### src/rtl/spi_slave.sv
// spi_slave: SPI mode-0 peripheral endpoint, MSB first, one-entry TX holding buffer, byte valid/ready to local logic.
// Latency: pin events act SYNC_STAGES+1 clk later; rx_valid fires SYNC_STAGES+1 clk after the last sclk rise of a word.
// Backpressure: tx_ready low while the holding buffer is full; the rx side cannot stall (rx_data held until next word).
// Optional build macro SPI_SLAVE_MISO_OE_EN adds a miso_oe output for tri-stating a shared MISO line.
module spi_slave #(
  parameter int DATA_W      = 8,
  parameter int SYNC_STAGES = 2
) (
  input  logic              clk,
  input  logic              reset_n,
  input  logic              sclk,
  input  logic              cs_n,
  input  logic              mosi,
  output logic              miso,
`ifdef SPI_SLAVE_MISO_OE_EN
  output logic              miso_oe,
`endif
  input  logic [DATA_W-1:0] tx_data,
  input  logic              tx_valid,
  output logic              tx_ready,
  output logic [DATA_W-1:0] rx_data,
  output logic              rx_valid,
  output logic              busy,
  output logic              frame_err,
  output logic              tx_underrun
);

  localparam int CNT_W = $clog2(DATA_W + 1);

  typedef enum logic {IDLE, SHIFT} state_t;

  state_t                 state;

  // Synchronizer chains; the last stage of each is the "synced" pin value.
  logic [SYNC_STAGES-1:0] sclk_sync;
  logic [SYNC_STAGES-1:0] cs_sync;
  logic [SYNC_STAGES-1:0] mosi_sync;
  logic                   sclk_prev;
  logic                   cs_prev;

  logic                   sclk_s;
  logic                   cs_s;
  logic                   mosi_s;
  logic                   sclk_rise;
  logic                   sclk_fall;
  logic                   cs_rise;
  logic                   cs_fall;

  // Holding buffer between local logic and the tx shifter.
  logic                   buf_full;
  logic [DATA_W-1:0]      buf_data;

  // The tx MSB lives in miso itself, so only the remaining bits are kept here.
  logic [DATA_W-2:0]      tx_rest;
  // Only DATA_W-1 bits need storing: the last bit comes straight from mosi_s.
  logic [DATA_W-2:0]      rx_shift;
  logic [CNT_W-1:0]       bit_cnt;
  logic                   word_done;

  logic                   load_now;
  logic                   accept;
  logic [DATA_W-1:0]      load_word;

  assign sclk_s    = sclk_sync[SYNC_STAGES-1];
  assign cs_s      = cs_sync[SYNC_STAGES-1];
  assign mosi_s    = mosi_sync[SYNC_STAGES-1];
  assign sclk_rise = sclk_s & ~sclk_prev;
  assign sclk_fall = ~sclk_s & sclk_prev;
  assign cs_rise   = cs_s & ~cs_prev;
  assign cs_fall   = ~cs_s & cs_prev;

  // A word load happens at frame start and on the sclk fall that follows a completed word;
  // a simultaneous cs_n rise suppresses the latter.
  assign load_now  = ((state == IDLE) && cs_fall) ||
                     ((state == SHIFT) && !cs_rise && sclk_fall && word_done);
  assign accept    = tx_valid && !buf_full;
  assign load_word = buf_full ? buf_data : '0;

  assign tx_ready  = !buf_full;
  assign busy      = !cs_s;

  // Oversample the SPI pins. cs_n chain resets to its idle (high) level so that
  // reset release is not mistaken for a chip-select assertion.
  always_ff @(posedge clk or negedge reset_n) begin
    if (!reset_n) begin
      sclk_sync <= '0;
      cs_sync   <= '1;
      mosi_sync <= '0;
      sclk_prev <= 1'b0;
      cs_prev   <= 1'b1;
    end else begin
      sclk_sync <= {sclk_sync[SYNC_STAGES-2:0], sclk};
      cs_sync   <= {cs_sync[SYNC_STAGES-2:0], cs_n};
      mosi_sync <= {mosi_sync[SYNC_STAGES-2:0], mosi};
      sclk_prev <= sclk_s;
      cs_prev   <= cs_s;
    end
  end

  // Holding buffer: accept wins over load so a same-cycle accept leaves the buffer full,
  // while the load itself uses the pre-accept contents.
  always_ff @(posedge clk or negedge reset_n) begin
    if (!reset_n) begin
      buf_full <= 1'b0;
      buf_data <= '0;
    end else if (accept) begin
      buf_full <= 1'b1;
      buf_data <= tx_data;
    end else if (load_now) begin
      buf_full <= 1'b0;
    end
  end

  // Frame state machine: shifting, word assembly, status pulses and miso drive.
  always_ff @(posedge clk or negedge reset_n) begin
    if (!reset_n) begin
      state       <= IDLE;
      tx_rest     <= '0;
      rx_shift    <= '0;
      bit_cnt     <= '0;
      word_done   <= 1'b0;
      miso        <= 1'b0;
      rx_data     <= '0;
      rx_valid    <= 1'b0;
      frame_err   <= 1'b0;
      tx_underrun <= 1'b0;
`ifdef SPI_SLAVE_MISO_OE_EN
      miso_oe     <= 1'b0;
`endif
    end else begin
      rx_valid    <= 1'b0;
      frame_err   <= 1'b0;
      tx_underrun <= 1'b0;
      case (state)
        IDLE: begin
          if (cs_fall) begin
            state       <= SHIFT;
            miso        <= load_word[DATA_W-1];
            tx_rest     <= load_word[DATA_W-2:0];
            tx_underrun <= !buf_full;
            bit_cnt     <= '0;
            word_done   <= 1'b0;
`ifdef SPI_SLAVE_MISO_OE_EN
            miso_oe     <= 1'b1;
`endif
          end
        end
        SHIFT: begin
          if (cs_rise) begin
            // A partial word is dropped; rx_data keeps the last complete word.
            state     <= IDLE;
            frame_err <= (bit_cnt != '0);
            miso      <= 1'b0;
            tx_rest   <= '0;
            bit_cnt   <= '0;
            word_done <= 1'b0;
`ifdef SPI_SLAVE_MISO_OE_EN
            miso_oe   <= 1'b0;
`endif
          end else if (sclk_rise) begin
            rx_shift <= {rx_shift[DATA_W-3:0], mosi_s};
            if (bit_cnt == CNT_W'(DATA_W - 1)) begin
              rx_data   <= {rx_shift, mosi_s};
              rx_valid  <= 1'b1;
              bit_cnt   <= '0;
              word_done <= 1'b1;
            end else begin
              bit_cnt <= bit_cnt + CNT_W'(1);
            end
          end else if (sclk_fall) begin
            if (word_done) begin
              miso        <= load_word[DATA_W-1];
              tx_rest     <= load_word[DATA_W-2:0];
              tx_underrun <= !buf_full;
              word_done   <= 1'b0;
            end else begin
              miso    <= tx_rest[DATA_W-2];
              tx_rest <= {tx_rest[DATA_W-3:0], 1'b0};
            end
          end
        end
        default: state <= IDLE;
      endcase
    end
  end

endmodule

### config.mk
export PLATFORM = sky130hd
export DESIGN_NAME = spi_slave
export DESIGN_NICKNAME = d
export VERILOG_FILES = /design/src/rtl/spi_slave.sv
export SDC_FILE = /design/constraint.sdc
export NUM_CORES = 1
export LEC_CHECK = 0
export ABC_AREA = 0
export CORE_UTILIZATION = 39
export DETAILED_ROUTE_END_ITERATION = 8
export PLACE_DENSITY = 0.7
export SYNTH_ARGS = -nofsm -noshare
export SYNTH_HDL_FRONTEND = slang
export SYNTH_SLANG_ARGS = --single-unit
### constraint.sdc
create_clock -name clk -period 4.5 [get_ports clk]
set_clock_uncertainty 0.2 [all_clocks]
set_input_delay 0.9 -clock clk [delete_from_list [all_inputs] [get_ports clk]]
set_output_delay 0.9 -clock clk [all_outputs]
set_load 0.02 [all_outputs]
==> out/results.tsv, run 1 <==
stage	metric	value	unit
logic_synthesis	syn-num-nets	181	
pwr	power	1.33	mW
die	die-area	5760	um2
grt	grt_max_degree	50	
route	first_pass_iters	4	
pwr	powerDensity	517	nW/um2
route	drc_errors	0	
logic_synthesis	async_reset_ff_frac	1.00	
timing	rsz0062_at_grt	false	
setup_path	arrival	1.54	ns
place	place_ws	1.76	ns
logic_synthesis	synth-edff-count	0	
finish	syn_to_final_growth	21.1	%
die	num_rows	26	
logic_synthesis	yosys-top-cells-count	dfrtp_1 (46), mux2_2 (23), nand2_1 (17), mux2_4 (8)	
timing	timing.slew.headroom	0.289	
die	dieWidth	75.9	um
finish	drive_gt1_frac	0.255	
timing	fin_ws	1.86	ns
place	dpl_cell_area	2440	um2
die	io_pins	28	
pwr	vdd.ir_drop.worst	0.000189	V
timing	slew_viol_final	0	
route	drt-total-wl	3.36	mm
clocking	numCtsBuffers	5	
clocking	h-tree-depth	2	
die	core	5170	um2
timing	worst_slew_pin_slew	1.07	ns
timing	max_freq	379	MHz
route	drt_iter0_drc	106	
finish	multi_input_area	836	um2
logic_synthesis	syn_area	2130	um2
route	drtAntennaViolNets	0	
grt	grtUsageTotal	0.134	
worst_hold_path	hold_class	reg2reg	
grt	antenna_found_initial	0	
clocking	cts_setup_buffers	0	
clocking	clockBufferDepth	2	
clocking	ctsResizeCount	0	
timing	hold_viol_final	0	
place	io_buffers	27	
finish	fill_cells	454	
setup_path	critPathKind	reg2out	
logic_synthesis	synth_cell_type_count	40	
clocking	cts_hold_buf	0	
logic_synthesis	postSynthCellCount	165	
finish	fin_area	2580	um2
finish	diodes	0	
die	dieHeight	75.9	um
timing	setup_viol	0	
place	gp_congestion	0.723	
logic_synthesis	ys_ff_latch	49	
timing	min_period_over_period	0.587	
logic_synthesis	post_synth.cell_area_avg	12.9	um2
setup_path	cp-end-kind	output port	
route	vias_per_cell	5.00	
grt	grt_first_pass_wirelength	5.66	mm
logic_synthesis	synth_top_area_frac	0.541	
setup_path	cp.required	3.40	ns
die	start_util	0.412	
timing	fin_crit	2.64	ns
place	dp_hpwl	2.23	mm
flow_run	cap_violations	0	
clocking	root_buffer	clkbuf_8	
run_status	status	finished clean	
logic_synthesis	yosysMostFrequentCell	dfrtp_1	
clocking	path_clk_slew	0.09	ns
logic_synthesis	ys_seq_area_frac	0.578	
pwr	p_leak	1.16	nW
logic_synthesis	synthFlopType	dfrtp_1	
finish	final_core_util	0.499	
clocking	cts_sinks	49	
setup_path	path_max_fanout	13	
logic_synthesis	synth_area_leaders	dfrtp_1 (54%), mux2_2 (12%), mux2_4 (5.6%), dfstp_2 (3.7%), nand2_1 (3.0%)	
finish	seq_area	1230	um2
grt	grt_pass1_vias	1222	
setup_path	start_kind	flop	
logic_synthesis	synth_area_leader_cell	dfrtp_1	
clocking	tritoncts	done	
route	wl_per_cell	12.8	um
grt	grt_overflow	0	
route	vias	1309	
timing	fin_tns_setup	0	ns
finish	nets	207	
logic_synthesis	yosys_warnings	0	
clocking	worst_skew_pair.late_latency	0.31	ns
==> per-layer routing <==
layer / share of wire / GRT usage / vias up
met1: 0.48 / 0.180 / 649
met2: 0.47 / 0.196 / 20
met3: 0.030 / 0.0384 / 7
li1: - / - / 633
met5: 0 / 0 / -
met4: 0.022 / 0.0679 / 0
==> logic make-up after synthesis <==
| group | count (synthesis) | share of synthesized area |
|---|---|---|
| AOI/OAI and AO/OA | 27 | 0.0887 |
| adders and majority gates | 2 | 0.0117 |
| buffers and inverters | 14 | 0.0300 |
| DFF | 49 | 0.578 |
| muxes | 32 | 0.183 |
| and+or+nand+nor | 41 | 0.109 |
==> registers in the layout, indices dropped and copies added (netlist names) <==
| signal | count |
|---|---|
| mosi_sync | 2 |
| rx_data | 8 |
| tx_rest | 7 |
| sclk_prev | 1 |
| rx_valid | 1 |
| rx_shift | 7 |
| bit_cnt | 4 |
| sclk_sync | 2 |
| frame_err | 1 |
| buf_data | 8 |
| word_done | 1 |
| state | 1 |
| miso | 1 |
| buf_full | 1 |
| tx_underrun | 1 |
| cs_prev | 1 |
| cs_sync | 2 |
==> path summary, 6_finish.rpt <==
kind | start | endpoint | slack (ns) | cells after the start
min in group asynchronous | reset_n | buf_data[2] | 0.57 | 1
max in group asynchronous | reset_n | miso | 2.86 | 1
worst min-delay path | mosi_sync[0] | mosi_sync[1] | 0.16 | 0
worst max-delay path | buf_full | tx_ready | 1.86 | 2
worst min register to register | mosi_sync[0] | mosi_sync[1] | 0.16 | 0
worst max register to register | state | rx_data[4] | 2.25 | 3
==> critical path, stage by stage, from the launching register on <==
cell	delay (ns)
dfrtp_1	0.54
inv_1	0.10
clkdlybuf4s50_1	0.60
==> where the power goes <==
group	leakage [nW]	internal (mW)	switching [mW]	total, mW
logic	0.474	0.175	0.123	0.298
registers	0.616	0.561	0.103	0.664
clock network	0.0687	0.224	0.149	0.372
==> layout make-up <==
type,instances,area share
sequential,49,0.477
multi-input combinational,102,0.324
timing repair buffer,27,0.103
tap,70,0.0340
clock buffer,5,0.0267
clock inverter,3,0.0267
inverter,6,0.00873
==> cell usage in the layout (no fill, tap or decap), drive strengths merged, types with 4 or more instances in the layout <==
cell and instances:
o21ai 6, nor2b 5, a22oi 6, o211ai 6, clkbuf 5, clkdlybuf4s50 26
nand2 17, mux2 31, nor2 4, inv 7, dfrtp 46
==> per-stage QoR <==
step | hold WS [ns] | cells
after floorplan | 0.131 | 165
after global placement | 0.135 | 254
after detailed placement | 0.142 | 254
after CTS | 0.164 | 262
after global routing | 0.170 | 262
final | 0.163 | 262
Note: power is estimated with default switching activity, not from simulation.
==> inputs of run 2 (changes only) <==
- PLACE_DENSITY: 0.7 -> 0.72
- clock period: 4.5 -> 2.4 ns (I/O delays scaled with it)
==> run 2 against run 1 <==
Net effect:
- register-to-register slack worse by 2.0 ns
- worst hold slack lost 0.011 ns
- cell count grew 1.9%
- via count grew 2.6%
- cell area up 1.2%
- critical endpoint unchanged
- highest routed layer unchanged
==> out/results.tsv, run 2 (synthesis results as in run 1) <==
stage	metric	value	unit
pwr	clkPwrFrac	0.244	
timing	max_freq	463	MHz
setup_path	start_kind	flop	
route	drtAntennaViolNets	0	
clocking	cts_setup_buffers	0	
die	io_pins	28	
finish	syn_to_final_growth	22.6	%
route	drt_iter0_drc	58	
pwr	switching_power	0.701	mW
flow_run	cap_violations	0	
grt	antenna_found_initial	0	
clocking	worst_skew_pair.late_latency	0.30	ns
finish	fill_cells	458	
clocking	h-tree-depth	2	
route	first_pass_iters	4	
pwr	p_int	1.74	mW
timing	slew_viol_final	0	
die	start_util	0.412	
timing	hold_viol_final	0	
place	io_buffers	27	
grt	grt_overflow	0	
pwr	seq_power_share	0.506	
timing	fin_crit	2.16	ns
die	die-area	5760	um2
route	vias_per_cell	5.03	
worst_hold_path	whs_path_depth	0	
finish	diodes	0	
grt	grt_first_pass_wirelength	6.10	mm
die	core	5170	um2
timing	fin_tns_setup	0	ns
finish	nets	212	
setup_path	cp-end-kind	output port	
grt	grt_pass1_vias	1295	
timing	timing.slew.headroom	0.624	
place	dp_hpwl	2.43	mm
clocking	clockBufferDepth	2	
clocking	path_clk_slew	0.08	ns
run_status	status	finished clean	
place	gp_congestion	0.757	
finish	final_cell_mix	dfrtp_1 (46), clkdlybuf4s50_1 (26), mux2_2 (23)	
setup_path	rr_startpoint	cs_prev	
pwr	switching_share	0.287	
worst_hold_path	hold_class	reg2reg	
route	drc_errors	0	
finish	final_common_cell	dfrtp_1	
timing	worst_slew_pin_slew	0.557	ns
timing	min_period_over_period	0.901	
setup_path	cp.required	1.72	ns
grt	grtUsageTotal	0.144	
finish	biggestRegsByFlops	buf_data (8), rx_data (8)	
setup_path	reg2reg_slack	0.26	ns
die	num_rows	26	
setup_path	path_max_fanout	9	
setup_path	arrival	1.48	ns
timing	setup_viol	0	
clocking	ctsResizeCount	0	
setup_path	r2r_cells	4	
worst_hold_path	worstHoldEndpoint	sclk_sync[1]	
pwr	p_leak	1.18	nW
clocking	root_buffer	clkbuf_8	
pwr	powerDensity	937	nW/um2
pwr	power	2.44	mW
clocking	cts_sinks	49	
grt	grt_max_degree	29	
finish	drive_gt1_frac	0.264	
route	drt-total-wl	3.52	mm
setup_path	critPathKind	reg2out	
die	dieWidth	75.9	um
route	wl_per_cell	13.2	um
timing	whs	0.152	ns
die	dieHeight	75.9	um
pwr	vdd.ir_drop.worst	0.000395	V
setup_path	r2r-end	rx_data[2]	
clocking	tritoncts	done	
timing	rsz0062_at_grt	false	
pwr	power_frac_comb	0.250	
worst_hold_path	hold_path.startpoint	sclk_sync[0]	
clocking	numCtsBuffers	5	
route	vias	1343	
==> run 2: per-layer routing <==
metal	vias up	routed length [um]	track usage
met3	7	121	0.0238
li1	647	-	-
met4	0	86	0.0802
met5	-	0	0
met1	658	1760	0.210
met2	31	1550	0.204
==> run 2: per-stage QoR <==
step | cells | utilization | worst slack (ns) | area [um2]
6_report | 267 | 0.505 | 0.238 | 2610
4_1_cts | 267 | 0.505 | 0.223 | 2610
2_1_floorplan | 165 | - | 0.618 | 2130
3_3_place_gp | 258 | 0.480 | 0.308 | 2480
3_5_place_dp | 258 | 0.480 | 0.265 | 2480
5_1_grt | 267 | 0.505 | 0.122 | 2610
==> run 2: area by class of cell <==
cell class / instances / area (um2) / share of cell area
clock buffer: 7 / 86.3 / 0.0331
clock inverter: 1 / 30.0 / 0.0115
inverter: 6 / 22.5 / 0.00863
multi-input combinational: 102 / 836 / 0.320
sequential: 49 / 1230 / 0.471
tap: 70 / 87.6 / 0.0336
timing repair buffer: 32 / 318 / 0.122
==> run 2: power by group through the flow <==
stage                     logic [mW]  clock network (mW)  registers (mW)
after global routing           0.683               0.647            1.28
final                          0.612               0.596            1.24
after floorplan                0.457                   0            1.19
after CTS                      0.618               0.615            1.24
after detailed placement       0.614                   0            1.25
after global placement         0.598                   0            1.25
==> run 2: worst max-delay path by stage <==
stage	slack, ns	startpoint	to
final	0.24	buf_full	tx_ready
after CTS	0.22	buf_full	tx_ready
after global routing	0.12	cs_prev	rx_data[3]
after floorplan	0.62	cs_prev	rx_data[0]
after global placement	0.31	cs_prev	rx_data[7]
after detailed placement	0.27	cs_prev	rx_data[0]
==> run 2: repair_timing <==
action | CTS | global route
hold endpoints to repair | 21 | 0
endpoints found under the setup margin | 0 | 0
hold buffers | 1 | 0
==> run 2: critical path: stages, from the launching register on <==
cell,delay [ns]
dfrtp_1,0.50
inv_1,0.09
clkdlybuf4s50_1,0.60
==> inputs of run 3 (changes only) <==
- SLEW_MARGIN: not set -> 20
==> results of run 3 <==
No change in the layout: final DEF, timing and power equal those of run 2.
